`config.mk`:
```
export PLATFORM = sky130hd
export DESIGN_NAME = mpu_host_if_flat
export DESIGN_NICKNAME = d
export VERILOG_FILES = /design/src/rtl/mpu_host_if_if.sv /design/src/rtl/mpu_host_if.sv /design/src/flat_wrapper.sv
export SDC_FILE = /design/constraint.sdc
export NUM_CORES = 1
export LEC_CHECK = 0
export CAP_MARGIN = 20
export CORE_UTILIZATION = 35
export CTS_CLUSTER_SIZE = 30
export DETAILED_ROUTE_END_ITERATION = 10
export PLACE_DENSITY_LB_ADDON = 0.12
export SETUP_SLACK_MARGIN = 0.5
export SLEW_MARGIN = 20
export SYNTH_ARGS = -nofsm -noshare
export SYNTH_HDL_FRONTEND = slang
export SYNTH_SLANG_ARGS = --single-unit
export TNS_END_PERCENT = 100
```
`constraint.sdc`:
```
create_clock -name clock -period 3.4 [get_ports clock]
set_input_delay 0.68 -clock clock [delete_from_list [all_inputs] [get_ports clock]]
set_output_delay 0.68 -clock clock [all_outputs]
set_load 0.02 [all_outputs]
```
`src/rtl/mpu_host_if_if.sv`:
```
// Host/TPU bus bundle for mpu_host_if: host command/data words, TPU store/load
// streams, handshake strobes and the registered transfer header/status.
interface mpu_host_if_if #(
  parameter int DATA_W  = 32,
  parameter int NUM_TPU = 16
);
  logic              I_Req_IF;
  logic [DATA_W-1:0] I_Data_IF;
  logic              O_Vld_IF;
  logic [DATA_W-1:0] O_Data_IF;
  logic              I_Ack_MapMan;
  logic              I_Ack_ThMem;
  logic              I_No_ThMem;
  logic              I_Ack_Dispatch;
  logic              I_Commit;
  logic              O_St_Instr;
  logic [DATA_W-1:0] O_Instr;
  logic              O_Req;
  logic [DATA_W-1:0] O_Data;
  logic              I_Req;
  logic [DATA_W-1:0] I_Data;
  logic [DATA_W-1:0] O_Id;
  logic [DATA_W-1:0] O_Stride;
  logic [DATA_W-1:0] O_Base;
  logic [NUM_TPU-1:0] O_En_TPU;
  logic [4:0]        O_State;
  logic              O_Busy;

  // Host / TPU / manager side
  modport master (
    output I_Req_IF, I_Data_IF, I_Ack_MapMan, I_Ack_ThMem, I_No_ThMem,
           I_Ack_Dispatch, I_Commit, I_Req, I_Data,
    input  O_Vld_IF, O_Data_IF, O_St_Instr, O_Instr, O_Req, O_Data,
           O_Id, O_Stride, O_Base, O_En_TPU, O_State, O_Busy
  );

  // mpu_host_if side
  modport slave (
    input  I_Req_IF, I_Data_IF, I_Ack_MapMan, I_Ack_ThMem, I_No_ThMem,
           I_Ack_Dispatch, I_Commit, I_Req, I_Data,
    output O_Vld_IF, O_Data_IF, O_St_Instr, O_Instr, O_Req, O_Data,
           O_Id, O_Stride, O_Base, O_En_TPU, O_State, O_Busy
  );
endinterface

```
`src/rtl/mpu_host_if.sv`:
```
// MPU host interface: decodes host command words, sequences run/program/data
// transfers and tracks status. Define MPU_HOST_IF_ERR_EN for malformed-command Err.
module mpu_host_if #(
  parameter int DATA_W  = 32,
  parameter int NUM_TPU = 16,
  parameter int LEN_W   = 16
) (
  input  logic        clock,
  input  logic        reset,
  mpu_host_if_if.slave bus
);

  typedef enum logic [3:0] {
    IDLE, RUN_ID, RUN_MAP, RUN_THMEM, RUN_DISP, STOP, SET_EN, ST_PROG,
    HDR_ID, HDR_STRIDE, HDR_BASE, HDR_LEN, ST_DATA, LD_DATA
  } state_t;

  localparam logic [LEN_W-1:0] ONE = LEN_W'(1);

  state_t             state, state_n;
  logic [LEN_W-1:0]   count, len;
  logic [DATA_W-1:0]  id_q, stride_q, base_q;
  logic [NUM_TPU-1:0] en_q;
  logic               ready, nothm, run, err, is_load;
  logic               set_ready, clr_ready, set_nothm, clr_nothm, set_run;
  logic               xfer, last_beat, in_data;
  logic [5:0]         cmd;

  assign cmd       = bus.I_Data_IF[5:0];
  assign in_data   = (state == ST_DATA) || (state == LD_DATA);
  assign xfer      = (state == ST_DATA) ? bus.I_Req_IF : bus.I_Req;
  assign last_beat = (count == len - ONE);

`ifdef MPU_HOST_IF_ERR_EN
  logic set_err;
`endif

  always_comb begin
    state_n   = state;
    set_ready = 1'b0;
    clr_ready = 1'b0;
    set_nothm = 1'b0;
    clr_nothm = 1'b0;
    set_run   = 1'b0;
`ifdef MPU_HOST_IF_ERR_EN
    set_err   = 1'b0;
`endif
    case (state)
      IDLE: if (bus.I_Req_IF) begin
        clr_nothm = 1'b1;
`ifdef MPU_HOST_IF_ERR_EN
        if (!$onehot(cmd)) set_err = 1'b1;
        else
`endif
        if (cmd[4]) state_n = STOP;
        else if (cmd[0]) begin state_n = RUN_ID;  clr_ready = 1'b1; end
        else if (cmd[1]) begin state_n = ST_PROG; clr_ready = 1'b1; end
        else if (cmd[2] || cmd[3]) begin state_n = HDR_ID; clr_ready = 1'b1; end
        else if (cmd[5]) state_n = SET_EN;
      end
      RUN_ID:  if (bus.I_Req_IF) state_n = RUN_MAP;
      RUN_MAP: if (bus.I_Ack_MapMan) state_n = RUN_THMEM;
      RUN_THMEM: if (bus.I_Ack_ThMem) begin
        if (bus.I_No_ThMem) begin state_n = IDLE; set_ready = 1'b1; end
        else state_n = RUN_DISP;
      end
      RUN_DISP: if (bus.I_Ack_Dispatch) begin state_n = IDLE; set_run = 1'b1; end
      STOP:     if (bus.I_Req_IF && bus.I_Data_IF[0]) state_n = RUN_DISP;
      SET_EN:   if (bus.I_Req_IF) state_n = IDLE;
      ST_PROG: if (bus.I_Ack_ThMem) begin
        state_n = IDLE;
        if (bus.I_No_ThMem) set_nothm = 1'b1;
        else                set_ready = 1'b1;
      end
      HDR_ID:     if (bus.I_Req_IF) state_n = HDR_STRIDE;
      HDR_STRIDE: if (bus.I_Req_IF) state_n = HDR_BASE;
      HDR_BASE:   if (bus.I_Req_IF) state_n = HDR_LEN;
      // Zero-length transfers complete here without a data phase
      HDR_LEN: if (bus.I_Req_IF) begin
        if (bus.I_Data_IF[LEN_W-1:0] == '0) begin state_n = IDLE; set_ready = 1'b1; end
        else state_n = is_load ? LD_DATA : ST_DATA;
      end
      ST_DATA, LD_DATA: if (xfer && last_beat) begin state_n = IDLE; set_ready = 1'b1; end
      default: state_n = IDLE;
    endcase
  end

  always_ff @(posedge clock) begin
    if (reset) begin
      state    <= IDLE;
      count    <= '0;
      len      <= '0;
      id_q     <= '0;
      stride_q <= '0;
      base_q   <= '0;
      en_q     <= '0;
      ready    <= 1'b0;
      nothm    <= 1'b0;
      run      <= 1'b0;
      is_load  <= 1'b0;
    end else begin
      state <= state_n;
      if (clr_ready)      ready <= 1'b0;
      else if (set_ready) ready <= 1'b1;
      if (set_nothm)      nothm <= 1'b1;
      else if (clr_nothm) nothm <= 1'b0;
      if (bus.I_Commit)   run   <= 1'b0;
      else if (set_run)   run   <= 1'b1;
      // StData outranks LdData when both bits are present
      if (state == IDLE && bus.I_Req_IF) is_load <= ~cmd[2];
      if (bus.I_Req_IF) begin
        case (state)
          HDR_ID:     id_q     <= bus.I_Data_IF;
          HDR_STRIDE: stride_q <= bus.I_Data_IF;
          HDR_BASE:   base_q   <= bus.I_Data_IF;
          HDR_LEN:    len      <= bus.I_Data_IF[LEN_W-1:0];
          SET_EN:     en_q     <= bus.I_Data_IF[NUM_TPU-1:0];
          default: ;
        endcase
      end
      if (state == HDR_LEN)     count <= '0;
      else if (in_data && xfer) count <= count + ONE;
    end
  end

`ifdef MPU_HOST_IF_ERR_EN
  always_ff @(posedge clock) begin
    if (reset)        err <= 1'b0;
    else if (set_err) err <= 1'b1;
  end
`else
  assign err = 1'b0;
`endif

  // Zero-latency passthroughs, forced quiet while reset is held
  assign bus.O_Req      = ~reset & (state == ST_DATA) & bus.I_Req_IF;
  assign bus.O_Data     = bus.O_Req ? bus.I_Data_IF : '0;
  assign bus.O_Vld_IF   = ~reset & (state == LD_DATA) & bus.I_Req;
  assign bus.O_Data_IF  = bus.O_Vld_IF ? bus.I_Data : '0;
  assign bus.O_St_Instr = ~reset & (state == ST_PROG) & bus.I_Req_IF;
  assign bus.O_Instr    = bus.O_St_Instr ? bus.I_Data_IF : '0;

  assign bus.O_Id     = id_q;
  assign bus.O_Stride = stride_q;
  assign bus.O_Base   = base_q;
  assign bus.O_En_TPU = en_q;
  assign bus.O_State  = {err, nothm, (state == STOP), run, ready};
  assign bus.O_Busy   = (state != IDLE);

endmodule

```
`src/flat_wrapper.sv`:
```
// flat-port wrapper written by rule: the top's interface ports become plain ports
module mpu_host_if_flat 
#(
  parameter int DATA_W  = 32,
  parameter int NUM_TPU = 16,
  parameter int LEN_W   = 16
)
  (clock, reset, bus_I_Req_IF, bus_I_Data_IF, bus_I_Ack_MapMan, bus_I_Ack_ThMem, bus_I_No_ThMem, bus_I_Ack_Dispatch, bus_I_Commit, bus_I_Req, bus_I_Data, bus_O_Vld_IF, bus_O_Data_IF, bus_O_St_Instr, bus_O_Instr, bus_O_Req, bus_O_Data, bus_O_Id, bus_O_Stride, bus_O_Base, bus_O_En_TPU, bus_O_State, bus_O_Busy);
  mpu_host_if_if #(.DATA_W(DATA_W), .NUM_TPU(NUM_TPU)) bus_i ();
  input  logic clock;
  input  logic reset;
  input wire logic [$bits(bus_i.I_Req_IF)-1:0] bus_I_Req_IF;
  input wire logic [$bits(bus_i.I_Data_IF)-1:0] bus_I_Data_IF;
  input wire logic [$bits(bus_i.I_Ack_MapMan)-1:0] bus_I_Ack_MapMan;
  input wire logic [$bits(bus_i.I_Ack_ThMem)-1:0] bus_I_Ack_ThMem;
  input wire logic [$bits(bus_i.I_No_ThMem)-1:0] bus_I_No_ThMem;
  input wire logic [$bits(bus_i.I_Ack_Dispatch)-1:0] bus_I_Ack_Dispatch;
  input wire logic [$bits(bus_i.I_Commit)-1:0] bus_I_Commit;
  input wire logic [$bits(bus_i.I_Req)-1:0] bus_I_Req;
  input wire logic [$bits(bus_i.I_Data)-1:0] bus_I_Data;
  output wire logic [$bits(bus_i.O_Vld_IF)-1:0] bus_O_Vld_IF;
  output wire logic [$bits(bus_i.O_Data_IF)-1:0] bus_O_Data_IF;
  output wire logic [$bits(bus_i.O_St_Instr)-1:0] bus_O_St_Instr;
  output wire logic [$bits(bus_i.O_Instr)-1:0] bus_O_Instr;
  output wire logic [$bits(bus_i.O_Req)-1:0] bus_O_Req;
  output wire logic [$bits(bus_i.O_Data)-1:0] bus_O_Data;
  output wire logic [$bits(bus_i.O_Id)-1:0] bus_O_Id;
  output wire logic [$bits(bus_i.O_Stride)-1:0] bus_O_Stride;
  output wire logic [$bits(bus_i.O_Base)-1:0] bus_O_Base;
  output wire logic [$bits(bus_i.O_En_TPU)-1:0] bus_O_En_TPU;
  output wire logic [$bits(bus_i.O_State)-1:0] bus_O_State;
  output wire logic [$bits(bus_i.O_Busy)-1:0] bus_O_Busy;
  assign bus_i.I_Req_IF = bus_I_Req_IF;
  assign bus_i.I_Data_IF = bus_I_Data_IF;
  assign bus_i.I_Ack_MapMan = bus_I_Ack_MapMan;
  assign bus_i.I_Ack_ThMem = bus_I_Ack_ThMem;
  assign bus_i.I_No_ThMem = bus_I_No_ThMem;
  assign bus_i.I_Ack_Dispatch = bus_I_Ack_Dispatch;
  assign bus_i.I_Commit = bus_I_Commit;
  assign bus_i.I_Req = bus_I_Req;
  assign bus_i.I_Data = bus_I_Data;
  assign bus_O_Vld_IF = bus_i.O_Vld_IF;
  assign bus_O_Data_IF = bus_i.O_Data_IF;
  assign bus_O_St_Instr = bus_i.O_St_Instr;
  assign bus_O_Instr = bus_i.O_Instr;
  assign bus_O_Req = bus_i.O_Req;
  assign bus_O_Data = bus_i.O_Data;
  assign bus_O_Id = bus_i.O_Id;
  assign bus_O_Stride = bus_i.O_Stride;
  assign bus_O_Base = bus_i.O_Base;
  assign bus_O_En_TPU = bus_i.O_En_TPU;
  assign bus_O_State = bus_i.O_State;
  assign bus_O_Busy = bus_i.O_Busy;
  mpu_host_if #(.DATA_W(DATA_W), .NUM_TPU(NUM_TPU), .LEN_W(LEN_W)) u_core (.clock(clock), .reset(reset), .bus(bus_i));
endmodule
```
## After elaboration in Yosys (flattened, before gate mapping)

Cells that the tools add are included.

- Register bits after elaboration: 152
- Output and inout port bits: 217
- Logic and storage cells: 116
- Bits of input ports: 73

- Equal/unequal tests: 28
- Add/subtract/negate cells: 2
- Multiplexer cells: 47
- Bitwise logic cells: 8
- Reduce and logical (&&, ||, !) cells: 20

Operators by type and width:

| cell | number |
|---|---|
| two-way mux 32 bit | 3 |
| two-way mux 4 bit | 19 |
| case mux 4 bit (13 select lines) | 1 |
| equality test 4 bit, second input constant | 6 |
| two-way mux 1 bit | 22 |
| != test 2 bit, second input constant | 11 |
| adder 16 x 1 -> 16 bit, second input constant | 1 |
| equality test 16 bit | 1 |
| equality test 4 x 3 -> 1 bit, second input constant | 4 |
| zero test 16 bit | 1 |
| subtractor 16 x 1 -> 16 bit, second input constant | 1 |
| AND reduction 14 bit | 1 |
| AND reduction 2 bit | 5 |
| equality test 4 x 2 -> 1 bit, second input constant | 2 |
| OR reduction 2 bit | 4 |
| bitwise AND 1 bit | 6 |
| != test 6 x 5 -> 1 bit, second input constant | 1 |
| equality test 4 x 1 -> 1 bit, second input constant | 1 |
| logical AND 1 bit | 4 |
| zero test 4 bit | 1 |
| != test 2 x 1 -> 1 bit, second input constant | 2 |
| case mux 1 bit (4 select lines) | 1 |
| nonzero test 4 bit | 1 |
| two-way mux 3 bit | 1 |
| other kinds (3) | 5 |

## Longest topological paths before layout

- Depth in word-level cells: 8
- Depth in mapped cells: 9
- Depth with buffers taken out: 9

## Worst setup path after synthesis

Ideal clock, no wire load.

- Path type: input-to-output
- Start point: input port bus_I_Req_IF
- End point: output port bus_O_Instr[22]
- Cell stages on the path: 5
- Required time: 2.720 ns
- Arrival: 1.852 ns
- Buffers on the path: 2
- Slack: 0.868 ns
- Cells stage by stage: clkbuf_1 -> nand3b_1 -> nor2_1 -> clkbuf_1 -> and2_1

- Longest elaborated chain between the ends: 2

Ends and longest elaborated chain:

| item | line | text |
|---|---|---|
| start, declared | flat_wrapper.sv:12 | `input wire logic [$bits(bus_i.I_Req_IF)-1:0] bus_I_Req_IF;` |
| bitwise AND 1 bit | mpu_host_if.sv:140 | `assign bus.O_St_Instr = ~reset & (state == ST_PROG) & bus.I_Req_IF;` |
| via bus_O_St_Instr | flat_wrapper.sv:23 | `output wire logic [$bits(bus_i.O_St_Instr)-1:0] bus_O_St_Instr;` |
| two-way mux 32 bit | mpu_host_if.sv:141 | `assign bus.O_Instr = bus.O_St_Instr ? bus.I_Data_IF : '0;` |
| end, declared | flat_wrapper.sv:24 | `output wire logic [$bits(bus_i.O_Instr)-1:0] bus_O_Instr;` |

The timed path passes the listed nets, and every way through them passes these cells.

## Worst setup path in the final report

- Start point: input port bus_I_Req
- End point: output port bus_O_Data_IF[16]

- Longest elaborated chain between the ends: 2

Ends and longest elaborated chain:

| item | line | text |
|---|---|---|
| start, declared | flat_wrapper.sv:19 | `input wire logic [$bits(bus_i.I_Req)-1:0] bus_I_Req;` |
| bitwise AND 1 bit | mpu_host_if.sv:138 | `assign bus.O_Vld_IF = ~reset & (state == LD_DATA) & bus.I_Req;` |
| two-way mux 32 bit | mpu_host_if.sv:139 | `assign bus.O_Data_IF = bus.O_Vld_IF ? bus.I_Data : '0;` |
| end, declared | flat_wrapper.sv:22 | `output wire logic [$bits(bus_i.O_Data_IF)-1:0] bus_O_Data_IF;` |

No other way between the ends.

==> out/results.txt <==
final total power: 4.994 mW
vias in the first global route: 6890
Final Critical Period: 2.814 ns
Pwr Density: 468.0 nW/µm²
fraction of the core area covered by cells at the end of the flow: 54.65%
post-detailed-routing wire length: 25.31 mm
Hold Path Depth: 2
fraction of registers with async set/reset: 0%
pre-CTS WS: 0.08489 ns
overflow left after global routing: 0
path class of the lowest-slack min-delay path: register to register
Final TNS setup: 0 ns
Clk Latency, worst-skew pair: 0.42 ns
number of instances in the synthesized netlist: 936
hold wc startpoint: u_core.bus.O_En_TPU[6]
largest stage delay on the critical path: 0.53 ns
clock tree from TritonCTS: built
Cell Rows: 51
Achievable Freq: 0.3554 GHz
most frequent standard cell in the layout excluding fill and tap cells: sky130_fd_sc_hd__nand2_1
Hold WS: 0.4521 ns
floorplan die area: 20530 µm²
path type of the worst setup path: input port to primary output
worst-case reg-to-reg path depth: 7
worst r2r src: u_core.len[0]
global-route wire length before repair: 38.62 mm
Clock transition at path regs: 0.06 ns
crit path DAT: 2.13 ns
smallest setup slack after layout: 0.5860 ns
largest net degree at the start of global routing: 92
Core Region: 19530 µm²
number of placed instances, taps included: 1453
number of buffers added to fix hold violations after cts: 0
Vert. Die Dim: 143.3 µm
drt first-iter violations: 306
cell with the largest stage delay on the worst path: sky130_fd_sc_hd__clkdlybuf4s50_1
largest family of logic cells by synthesized area: simple AND/OR/NAND/NOR gates
Max IR drop VDD: 0.3670 mV
worst path buffer plus inverter count: 3
final setup fails: 0
area of the mapped netlist: 6988 µm²
total vias in the final route: 7236
share of the synthesized netlist area taken by xor and xnor gates: 4.512%
leakage component of the power: 4.187 nW
list of cells traversed by the critical path: clkdlybuf4s50_1, nand2_1, nor3_2, buf_12, and2_1, clkdlybuf4s15_1
number of buffers created by CTS: 17
number of routed nets with antenna violations: 0
critical path startpoint category: input port
mean post-synth cell area: 7.466 µm²
initial antenna violation count: 0
multi-input gate area in the final layout: 3671 µm²
I/O pin count: 290
CTS sink count: 152
CP endpoint kind: primary output
final hold violations: 0
result of the run: finished, final reports clean
critical path peak fanout: 33
number of enable flip-flop cells after synthesis: 0
Tightest Pin Transition: 0.9801 ns
area added between synthesis and finish: 52.69%
multiplexer share of the synthesized area: 0.5192%
R2R Path End: u_core.state[0]
starting utilization of the core area: 35.79%
number of synthesized register bits: 152
post-route insts no fill: 1483
Final HPWL DP: 18.25 mm
Via-to-Cell Ratio: 4.879
maximum count of clock buffers along a single path: 2
most frequent cells in the layout: sky130_fd_sc_hd__nand2_1, sky130_fd_sc_hd__clkdlybuf4s50_1, sky130_fd_sc_hd__dfxtp_1, sky130_fd_sc_hd__a21oi_1, sky130_fd_sc_hd__and2_1
fraction of final layout cells sized beyond drive strength 1: 9.524%
reg-to-reg setup timing slack: 0.60 ns
family with the most delay on the worst path: buffers and inverters
Clock Tree Root: sky130_fd_sc_hd__clkbuf_16
final weighted congestion in routability-driven placement: 0.8946
average wire length per cell after detail routing: 17.07 µm
Yosys warnings: 0
setup repair after global routing missed its margin: yes
H-tree depth reported by CTS: 4
count of buffers inserted at the top-level ports: 288
worst clock skew on the final layout: 0.006120 ns
distinct cell type count after synthesis: 53
net count after synthesis: 1011
portion of the post-synthesis area used by sequential elements: 43.55%
DIE WIDTH: 143.3 µm
post-route clock period utilization: 82.77%
Total GRT Usage: 24.91%
sequential standard cell area: 3044 µm²
worst hold endpoint: u_core.bus.O_En_TPU[6]
Final Instance Area: 10670 µm²
Worst slew margin: 34.66%
Adder-Cell Fraction of Synth Area: 0.3581%
placed cell area: 10240 µm²
final max-slew violation count: 0
Net count, final: 1283
fill count: 1976
flip-flop cell with the highest count after synthesis: sky130_fd_sc_hd__dfxtp_1
share of the synthesized area in compound gates (AO/OA/AOI/OAI): 13.52%
Simple-Gate Fraction of Synth Area: 32.77%
Inserted Diodes: 0
max-cap check violation count: 0
CP required: 2.72 ns
post-route DRC violation count: 0
detailed-routing iteration count for the pre-antenna-repair pass: 4
-- Yosys cell counts (3+ instances only) --
| master | number | area share, % |
|---|---|---|
| sky130_fd_sc_hd__nand3b_1 | 3 | 0.32 |
| sky130_fd_sc_hd__nor2b_1 | 7 | 0.63 |
| sky130_fd_sc_hd__clkbuf_1 | 64 | 3.4 |
| sky130_fd_sc_hd__dfxtp_1 | 152 | 44 |
| sky130_fd_sc_hd__a21oi_1 | 137 | 9.8 |
| sky130_fd_sc_hd__xnor2_1 | 21 | 2.6 |
| sky130_fd_sc_hd__nand3_1 | 15 | 1.1 |
| sky130_fd_sc_hd__buf_2 | 3 | 0.21 |
| sky130_fd_sc_hd__nand4_1 | 5 | 0.45 |
| sky130_fd_sc_hd__and4_1 | 3 | 0.38 |
| sky130_fd_sc_hd__inv_1 | 7 | 0.38 |
| sky130_fd_sc_hd__buf_4 | 4 | 0.43 |
| sky130_fd_sc_hd__a211oi_1 | 5 | 0.54 |
| sky130_fd_sc_hd__nand2_1 | 273 | 15 |
| sky130_fd_sc_hd__and3_1 | 9 | 0.81 |
| sky130_fd_sc_hd__xor2_1 | 15 | 1.9 |
| sky130_fd_sc_hd__nand2b_1 | 4 | 0.36 |
| sky130_fd_sc_hd__nor4_1 | 7 | 0.63 |
| sky130_fd_sc_hd__a31oi_1 | 4 | 0.36 |
| sky130_fd_sc_hd__and2_1 | 99 | 8.9 |
| sky130_fd_sc_hd__nor2_1 | 39 | 2.1 |
| sky130_fd_sc_hd__nor3_1 | 13 | 0.93 |
| sky130_fd_sc_hd__o21ai_0 | 8 | 0.57 |
| sky130_fd_sc_hd__or4_1 | 3 | 0.32 |
-- registers in the layout (all words and copies together), names as in the netlist --
register,cells
u_core.bus.O_Base,32
u_core.bus.O_En_TPU,16
u_core.bus.O_Id,32
u_core.bus.O_Stride,32
u_core.count,16
u_core.is_load,1
u_core.len,16
u_core.nothm,1
u_core.ready,1
u_core.run,1
u_core.state,4
-- worst reg2reg max path, cell delays in order, from the launching register on --
cell	delay [ns]
sky130_fd_sc_hd__dfxtp_1	0.36
sky130_fd_sc_hd__or4_1	0.71
sky130_fd_sc_hd__nor4_1	0.29
sky130_fd_sc_hd__xnor2_1	0.19
sky130_fd_sc_hd__o21ai_0	0.16
sky130_fd_sc_hd__a2111oi_2	0.35
sky130_fd_sc_hd__a41o_2	0.32
sky130_fd_sc_hd__mux2_4	0.30
-- what timing repair did --
item	in CTS	in global routing
cloned	1	0
setup endpoints to repair	100	36
setup buffers	0	0
resized for setup	111	61
pin swaps	1	0
-- where the power goes --
| group | internal [mW] | switching (mW) |
|---|---|---|
| registers | 1.87 | 0.0594 |
| clock network | 1.17 | 0.760 |
| logic | 0.471 | 0.667 |
| total | 3.51 | 1.49 |
-- logic make-up (layout without fill, tap and decap cells) --
group,count (synthesis),in the layout
other,1,1
buffers and inverters,81,363
multiplexers,3,3
flip-flops,152,152
AND/OR/NAND/NOR,490,490
AO/OA/AOI/OAI,171,171
adder cells (fa/ha/maj),2,2
XOR/XNOR,36,36
-- worst max-delay path by stage --
| stage | startpoint | to | slack, ns | depth (start not counted) |
|---|---|---|---|---|
| 4_1_cts | u_core.state[3] | bus_O_Busy | 0.50 | 4 |
| 3_5_place_dp | bus_I_Data_IF[0] | u_core.state[0] | 0.08 | 7 |
| 3_3_place_gp | bus_I_Data_IF[0] | u_core.state[0] | 0.06 | 7 |
| 2_1_floorplan | bus_I_Req_IF | bus_O_Instr[22] | 0.87 | 5 |
| 5_1_grt | u_core.len[0] | u_core.state[0] | 0.49 | 7 |
| 6_report | bus_I_Req | bus_O_Data_IF[16] | 0.59 | 6 |
-- routing by layer --
metal / vias to the layer above / global-route usage [%] / routed length [µm]
li1: 3597 / - / -
met3: 24 / 7.164 / 2084
met2: 253 / 43.70 / 12410
met5: - / 0 / 0
met1: 3362 / 29.20 / 10350
met4: 0 / 7.727 / 462
-- final cells by class --
| class | instances | area share (%) |
|---|---|---|
| Multi-Input combinational cell | 703 | 34.40 |
| Sequential cell | 152 | 28.53 |
| Timing Repair Buffer | 327 | 28.20 |
| Clock buffer | 18 | 4.116 |
| Tap cell | 265 | 3.107 |
| Clock inverter | 11 | 1.395 |
| Inverter | 7 | 0.2462 |
No activity file was read; power rests on OpenSTA's default activity.
